## config.mk

```make
export PLATFORM = sky130hd
export DESIGN_NAME = grid_move_controller
export DESIGN_NICKNAME = d
export VERILOG_FILES = /design/src/rtl/game_pkg.sv /design/src/rtl/grid_line_merge.sv /design/src/rtl/grid_move_controller.sv
export SDC_FILE = /design/constraint.sdc
export NUM_CORES = 1
export LEC_CHECK = 0
export CAP_MARGIN = 0
export CORE_MARGIN = 5
export CORE_UTILIZATION = 37
export CTS_CLUSTER_SIZE = 20
export DETAILED_ROUTE_END_ITERATION = 8
export DONT_BUFFER_PORTS = 1
export SYNTH_ARGS = -nofsm -noshare
export SYNTH_HDL_FRONTEND = slang
export SYNTH_SLANG_ARGS = --single-unit
```

## constraint.sdc

```tcl
create_clock -name clk -period 11.08 [get_ports clk]
set_input_delay 1.108 -clock clk [delete_from_list [all_inputs] [get_ports clk]]
set_output_delay 1.108 -clock clk [all_outputs]
set_load 0.05 [all_outputs]
```

## src/rtl/game_pkg.sv

```systemverilog
// Shared types, constants and helpers for the 2048 grid controller.
package game_pkg;
    localparam int          CELL_W    = 4;
    localparam int          GRID_N    = 4;
    localparam int          PTS_W     = 17;
    localparam logic [15:0] LFSR_MASK = 16'hB400;

    typedef logic [CELL_W-1:0] cell_t;
    typedef enum logic [1:0] {UP, DOWN, LEFT, RIGHT} dir_t;
    typedef enum logic [1:0] {IDLE, SLIDE, SPAWN, DONE} state_t;

    // Points earned for producing a tile with the given log2 code.
    function automatic logic [PTS_W-1:0] code_points(input cell_t code);
        return PTS_W'(1) << code;
    endfunction
endpackage

```

## src/rtl/grid_line_merge.sv

```systemverilog
// Slides and merges one 4-cell line toward element 0; reports points and change.
// Latency: combinational.
// Backpressure: none; the caller presents one line per cycle.
module grid_line_merge
    import game_pkg::*;
(
    input  cell_t [GRID_N-1:0] line_in,
    output cell_t [GRID_N-1:0] line_out,
    output logic  [PTS_W-1:0]  pts,
    output logic               changed
);
    cell_t [GRID_N:0] comp;   // extra zero slot keeps comp[i+1] in range
    logic  [2:0]      n_comp;
    logic  [2:0]      n_out;
    logic             skip;

    always_comb begin
        comp     = '0;
        n_comp   = '0;
        line_out = '0;
        n_out    = '0;
        skip     = 1'b0;
        pts      = '0;
        for (int i = 0; i < GRID_N; i++) begin
            if (line_in[i] != '0) begin
                comp[n_comp] = line_in[i];
                n_comp       = n_comp + 3'd1;
            end
        end
        // A merged tile consumes its partner, so it cannot merge again this move.
        for (int i = 0; i < GRID_N; i++) begin
            if (skip) begin
                skip = 1'b0;
            end else if (comp[i] != '0) begin
                if (comp[i] == comp[i+1] && comp[i] != '1) begin
                    line_out[n_out[1:0]] = comp[i] + cell_t'(1);
                    pts                  = pts + code_points(comp[i] + cell_t'(1));
                    skip                 = 1'b1;
                end else begin
                    line_out[n_out[1:0]] = comp[i];
                end
                n_out = n_out + 3'd1;
            end
        end
        changed = (line_out != line_in);
    end
endmodule

```

## src/rtl/grid_move_controller.sv

```systemverilog
// Owns the 4x4 2048 grid: edge-detected moves, line slide/merge, random spawn, win/over.
// Latency: press at T -> busy from T+1; move_done at T+5 without change, plus 1..16 per spawned tile.
// Backpressure: direction/new presses arriving while busy are dropped; ld_en only honoured in IDLE.
module grid_move_controller
    import game_pkg::*;
#(
    parameter int          WIN_EXP   = 11,
    parameter logic [15:0] LFSR_SEED = 16'hACE1,
    parameter int          SCORE_W   = 16
) (
    input  logic               clk,
    input  logic               reset,
    input  logic               btn_up,
    input  logic               btn_down,
    input  logic               btn_left,
    input  logic               btn_right,
    input  logic               btn_new,
    input  logic [1:0]         rd_x,
    input  logic [1:0]         rd_y,
    output logic [3:0]         rd_val,
    input  logic               ld_en,
    input  logic [1:0]         ld_x,
    input  logic [1:0]         ld_y,
    input  logic [3:0]         ld_val,
    output logic [SCORE_W-1:0] score,
    output logic               busy,
    output logic               move_done,
    output logic               moved,
    output logic               won,
    output logic               game_over
);
    localparam int SUM_W = ((SCORE_W > PTS_W) ? SCORE_W : PTS_W) + 1;

    state_t      state, state_nxt;
    cell_t       grid [GRID_N][GRID_N];   // grid[x][y]
    logic [15:0] lfsr, lfsr_nxt;
    logic        init_pending;
    logic [4:0]  btn_now, btn_prev, press;  // {new, right, left, down, up}
    dir_t        dir, dir_sel;
    logic [1:0]  line_idx;
    logic        changed;
    logic [1:0]  spawn_left;
    logic [3:0]  scan_idx;
    logic [3:0]  scan_cnt;

    logic [1:0]          ex [GRID_N];
    logic [1:0]          ey [GRID_N];
    cell_t [GRID_N-1:0]  line_in, line_out;
    logic [PTS_W-1:0]    line_pts;
    logic                line_chg;
    logic [SUM_W-1:0]    score_sum;
    logic [SCORE_W-1:0]  score_sat;
    cell_t               spawn_cell, spawn_val;
    logic                any_empty, any_pair, any_win;
    logic                start_game, do_load, start_move;

    assign btn_now   = {btn_new, btn_right, btn_left, btn_down, btn_up};
    assign press     = btn_now & ~btn_prev;
    assign lfsr_nxt  = lfsr[0] ? ((lfsr >> 1) ^ LFSR_MASK) : (lfsr >> 1);
    assign rd_val    = grid[rd_x][rd_y];
    assign busy      = (state != IDLE);
    assign move_done = (state == DONE);
    assign moved     = (state == DONE) && changed;

    // Element 0 of each line is the edge the tiles travel toward.
    always_comb begin
        for (int e = 0; e < GRID_N; e++) begin
            ex[e] = '0;
            ey[e] = '0;
            case (dir)
                UP:      begin ex[e] = line_idx;              ey[e] = 2'(e);              end
                DOWN:    begin ex[e] = line_idx;              ey[e] = 2'(GRID_N - 1 - e); end
                LEFT:    begin ex[e] = 2'(e);                 ey[e] = line_idx;           end
                default: begin ex[e] = 2'(GRID_N - 1 - e);    ey[e] = line_idx;           end
            endcase
            line_in[e] = grid[ex[e]][ey[e]];
        end
    end

    grid_line_merge u_merge (
        .line_in  (line_in),
        .line_out (line_out),
        .pts      (line_pts),
        .changed  (line_chg)
    );

    assign score_sum = SUM_W'(score) + SUM_W'(line_pts);
    assign score_sat = (score_sum > SUM_W'({SCORE_W{1'b1}})) ? '1 : score_sum[SCORE_W-1:0];

    assign spawn_cell = grid[scan_idx[1:0]][scan_idx[3:2]];
    assign spawn_val  = (lfsr[7:4] == 4'd0) ? cell_t'(2) : cell_t'(1);

    always_comb begin
        any_empty = 1'b0;
        any_pair  = 1'b0;
        any_win   = 1'b0;
        for (int x = 0; x < GRID_N; x++) begin
            for (int y = 0; y < GRID_N; y++) begin
                if (grid[x][y] == '0)                any_empty = 1'b1;
                if (grid[x][y] >= cell_t'(WIN_EXP)) any_win   = 1'b1;
            end
        end
        for (int x = 0; x < GRID_N - 1; x++)
            for (int y = 0; y < GRID_N; y++)
                if (grid[x][y] == grid[x+1][y]) any_pair = 1'b1;
        for (int x = 0; x < GRID_N; x++)
            for (int y = 0; y < GRID_N - 1; y++)
                if (grid[x][y] == grid[x][y+1]) any_pair = 1'b1;
    end

    always_comb begin
        state_nxt  = state;
        start_game = 1'b0;
        do_load    = 1'b0;
        start_move = 1'b0;
        if (press[0])      dir_sel = UP;
        else if (press[1]) dir_sel = DOWN;
        else if (press[2]) dir_sel = LEFT;
        else               dir_sel = RIGHT;
        case (state)
            IDLE: begin
                if (init_pending || press[4]) begin
                    start_game = 1'b1;
                    state_nxt  = SPAWN;
                end else if (ld_en) begin
                    do_load = 1'b1;
                end else if ((|press[3:0]) && !game_over) begin
                    start_move = 1'b1;
                    state_nxt  = SLIDE;
                end
            end
            SLIDE: begin
                if (line_idx == 2'd3) state_nxt = (changed || line_chg) ? SPAWN : DONE;
            end
            SPAWN: begin
                if (spawn_cell == '0) begin
                    if (spawn_left == 2'd1) state_nxt = DONE;
                end else if (scan_cnt == 4'd15) begin
                    state_nxt = DONE;
                end
            end
            default: state_nxt = IDLE;
        endcase
    end

    always_ff @(posedge clk) begin
        if (reset) state <= IDLE;
        else       state <= state_nxt;
    end

    always_ff @(posedge clk) begin
        if (reset) begin
            for (int x = 0; x < GRID_N; x++)
                for (int y = 0; y < GRID_N; y++)
                    grid[x][y] <= '0;
            score        <= '0;
            won          <= 1'b0;
            game_over    <= 1'b0;
            lfsr         <= LFSR_SEED;
            init_pending <= 1'b1;
            btn_prev     <= '0;
            dir          <= UP;
            line_idx     <= '0;
            changed      <= 1'b0;
            spawn_left   <= '0;
            scan_idx     <= '0;
            scan_cnt     <= '0;
        end else begin
            lfsr     <= lfsr_nxt;
            btn_prev <= btn_now;
            case (state)
                IDLE: begin
                    if (start_game) begin
                        for (int x = 0; x < GRID_N; x++)
                            for (int y = 0; y < GRID_N; y++)
                                grid[x][y] <= '0;
                        score        <= '0;
                        won          <= 1'b0;
                        game_over    <= 1'b0;
                        init_pending <= 1'b0;
                        changed      <= 1'b0;
                        spawn_left   <= 2'd2;
                        scan_idx     <= lfsr[3:0];
                        scan_cnt     <= '0;
                    end else if (do_load) begin
                        grid[ld_x][ld_y] <= ld_val;
                    end else if (start_move) begin
                        dir      <= dir_sel;
                        line_idx <= '0;
                        changed  <= 1'b0;
                    end
                end
                SLIDE: begin
                    for (int e = 0; e < GRID_N; e++)
                        grid[ex[e]][ey[e]] <= line_out[e];
                    score    <= score_sat;
                    changed  <= changed | line_chg;
                    line_idx <= line_idx + 2'd1;
                    if (line_idx == 2'd3) begin
                        spawn_left <= 2'd1;
                        scan_idx   <= lfsr[3:0];
                        scan_cnt   <= '0;
                    end
                end
                SPAWN: begin
                    if (spawn_cell == '0) begin
                        grid[scan_idx[1:0]][scan_idx[3:2]] <= spawn_val;
                        spawn_left <= spawn_left - 2'd1;
                        scan_idx   <= lfsr[3:0];
                        scan_cnt   <= '0;
                    end else begin
                        scan_idx <= scan_idx + 4'd1;
                        scan_cnt <= scan_cnt + 4'd1;
                    end
                end
                DONE: begin
                    game_over <= ~any_empty & ~any_pair;
                    won       <= won | any_win;
                end
                default: ;
            endcase
        end
    end
endmodule

```

==> reports/results.ini <==
[status]
status=finished, final reports clean

[synth]
synthTopCellsByCount=nor2_1 (190), nand2_1 (189), a21oi_1 (135)
syn_area_um2=17300
synth_seq_cells=123
yosysMostFrequentCell=nor2_1
synth_top_cell_by_area=edfxtp_1
syn_avg_cell_area_um2=7.75
ys_warn_count=0
async_reset_ff_frac=0
ys_seq_area_frac=0.179
synth.top_cell.area_share=0.111
ys.flop_type=edfxtp_1
syn_inst=2236
yosys-top-cells-area=edfxtp_1 (11%), ha_1 (7.4%), dfxtp_1 (6.8%)
synth-edff-count=64
synth_cell_type_count=111
syn_nets=2363

[routing]
wl_per_cell_um=26.6
wl_met3_um=8760
drt.antenna.violating_nets=0
wirelength_um=80500
drt_iter0_drc=2666
m1WireLength_um=33200
vias_per_cell=6.46
wl_met2_um=34800
vias=19500
first_pass_iters=7
highest_layer=met5
drcViolationCount=0

[critical_path]
critPathArrivalTime_ns=10.94
cpMostUsedCell=a21oi_2
crit_family=compound AO/OA/AOI/OAI gates
cp_slowest_cell=fa_2
critPathLaunchType=flop
critPathCaptureType=flop
crit_type=flop to flop
cp.buffers_inverters=6
critical_path_required_ns=11.37
path_max_fanout=25
crit_path_max_incr_delay_ns=0.53

[clocking]
clock_tree.buffer_depth=2
htree_levels=4
insertion_delay_ns=0.46
clock-sinks=123
holdBufCountCts=0
clkTransAtPathRegs_ns=0.08
cts_tree=yes
cts_inserted_buffers=17
clockRootBuffer=clkbuf_16

[timing]
slew_violations=0
slew_headroom=0.246
min_period_over_period=0.961
setup-violations-final=0
finalSetupTns_ns=0
fmax_mhz=94.0
fin_crit_ns=10.64
hold_violations=0
max_slew.worst_pin.slew_ns=1.12
clock_skew_ns=0.0221

[layout]
area_growth_syn_to_layout_pct=20.5
nNetsFinal=2530
drive_gt1_frac=0.229

[floorplan]
initial_core_util=0.373
core_area_um2=46500
rows=79
die_w_um=226
die_area_um2=51200
io_pins=45
die_h_um=226

[grt]
grt_use_total=0.301
grt_max_degree=60
grt_pass1_vias=18300
grt_antenna_before_repair=3
grt.overflow.total=0
grt_pass1_wl_um=117000

[place]
portBuffers=0
gp_congestion=1.10
dpl.hpwl_um=62200

[worst_hold_path]
min_path_type=flop to flop

[job]
drv_cap=0

[metrics by stage]
stage | hold slack, ns | std cells | utilization | setup WS, ns | area [um^2]
5_1_grt | 0.434 | 3024 | 0.449 | -0.0969 | 20900
4_1_cts | 0.426 | 3011 | 0.441 | 0.00457 | 20500
2_1_floorplan | 0.389 | 2236 | - | 0.0229 | 17300
6_report | 0.420 | 3024 | 0.449 | 0.436 | 20900
3_3_place_gp | 0.396 | 2975 | 0.425 | -0.0126 | 19700
3_5_place_dp | 0.405 | 2975 | 0.425 | -0.403 | 19700
[routing by layer]
layer  vias up  track usage
met1      9381        0.411
met2      1223        0.457
li1       8647            -
met5         -            0
met3       268       0.0794
met4         2        0.116
[path summary, 6_finish.rpt]
path,slack [ns],depth (start not counted),from,end
max,0.44,52,line_idx[0],score[5]
min,0.42,1,lfsr[8],lfsr[7]
max reg2reg,0.44,52,line_idx[0],score[5]
min reg2reg,0.42,1,lfsr[8],lfsr[7]
[cell type report]
cell class | instances | area (um^2)
sequential | 123 | 3120
fill | 4667 | 25600
clock inverter | 14 | 166
tap | 607 | 759
inverter | 106 | 398
multi-input combinational | 1831 | 13400
timing repair buffer | 324 | 2560
antenna | 1 | 2.50
clock buffer | 18 | 450
[cells by family after synthesis]
| kind of cell | share of synthesized area |
|---|---|
| AO/OA/AOI/OAI | 0.271 |
| XOR/XNOR | 0.0900 |
| adder cells (fa/ha/maj) | 0.0795 |
| buffers and inverters | 0.0693 |
| flip-flops | 0.179 |
| multiplexers | 0.0832 |
| AND/OR/NAND/NOR | 0.228 |
[flip-flops by register name (all words and copies together), names as in the netlist, named ones only]
name          flops
line_idx          2
scan_cnt          4
init_pending      1
changed           1
score            16
grid             64
spawn_left        2
lfsr             16
game_over         1
scan_idx          4
won               1
btn_prev          5
dir               2
state             2
[cell usage in the layout (no fill, tap or decap), drive strengths merged, types with 63 or more instances in the layout]
| cell type | netlist | routed |
|---|---|---|
| o21ai | 124 | 124 |
| o22ai | 76 | 76 |
| xor2 | 97 | 97 |
| xnor2 | 81 | 81 |
| edfxtp | 64 | 64 |
| buf | 61 | 323 |
| ha | 102 | 102 |
| nor2 | 193 | 193 |
| inv | 106 | 117 |
| nand2 | 189 | 189 |
| a21oi | 137 | 137 |
| mux2i | 63 | 63 |
[repair_timing]
action                     in CTS  in global routing
buffers inserted                3                 12
setup endpoints to repair      16                 16
cloned                          1                  0
pin swaps                       3                 43
resized for setup              26                 92
Power is not shown: default switching activity piles up to over one toggle a cycle in this logic, so the estimate is an artifact.
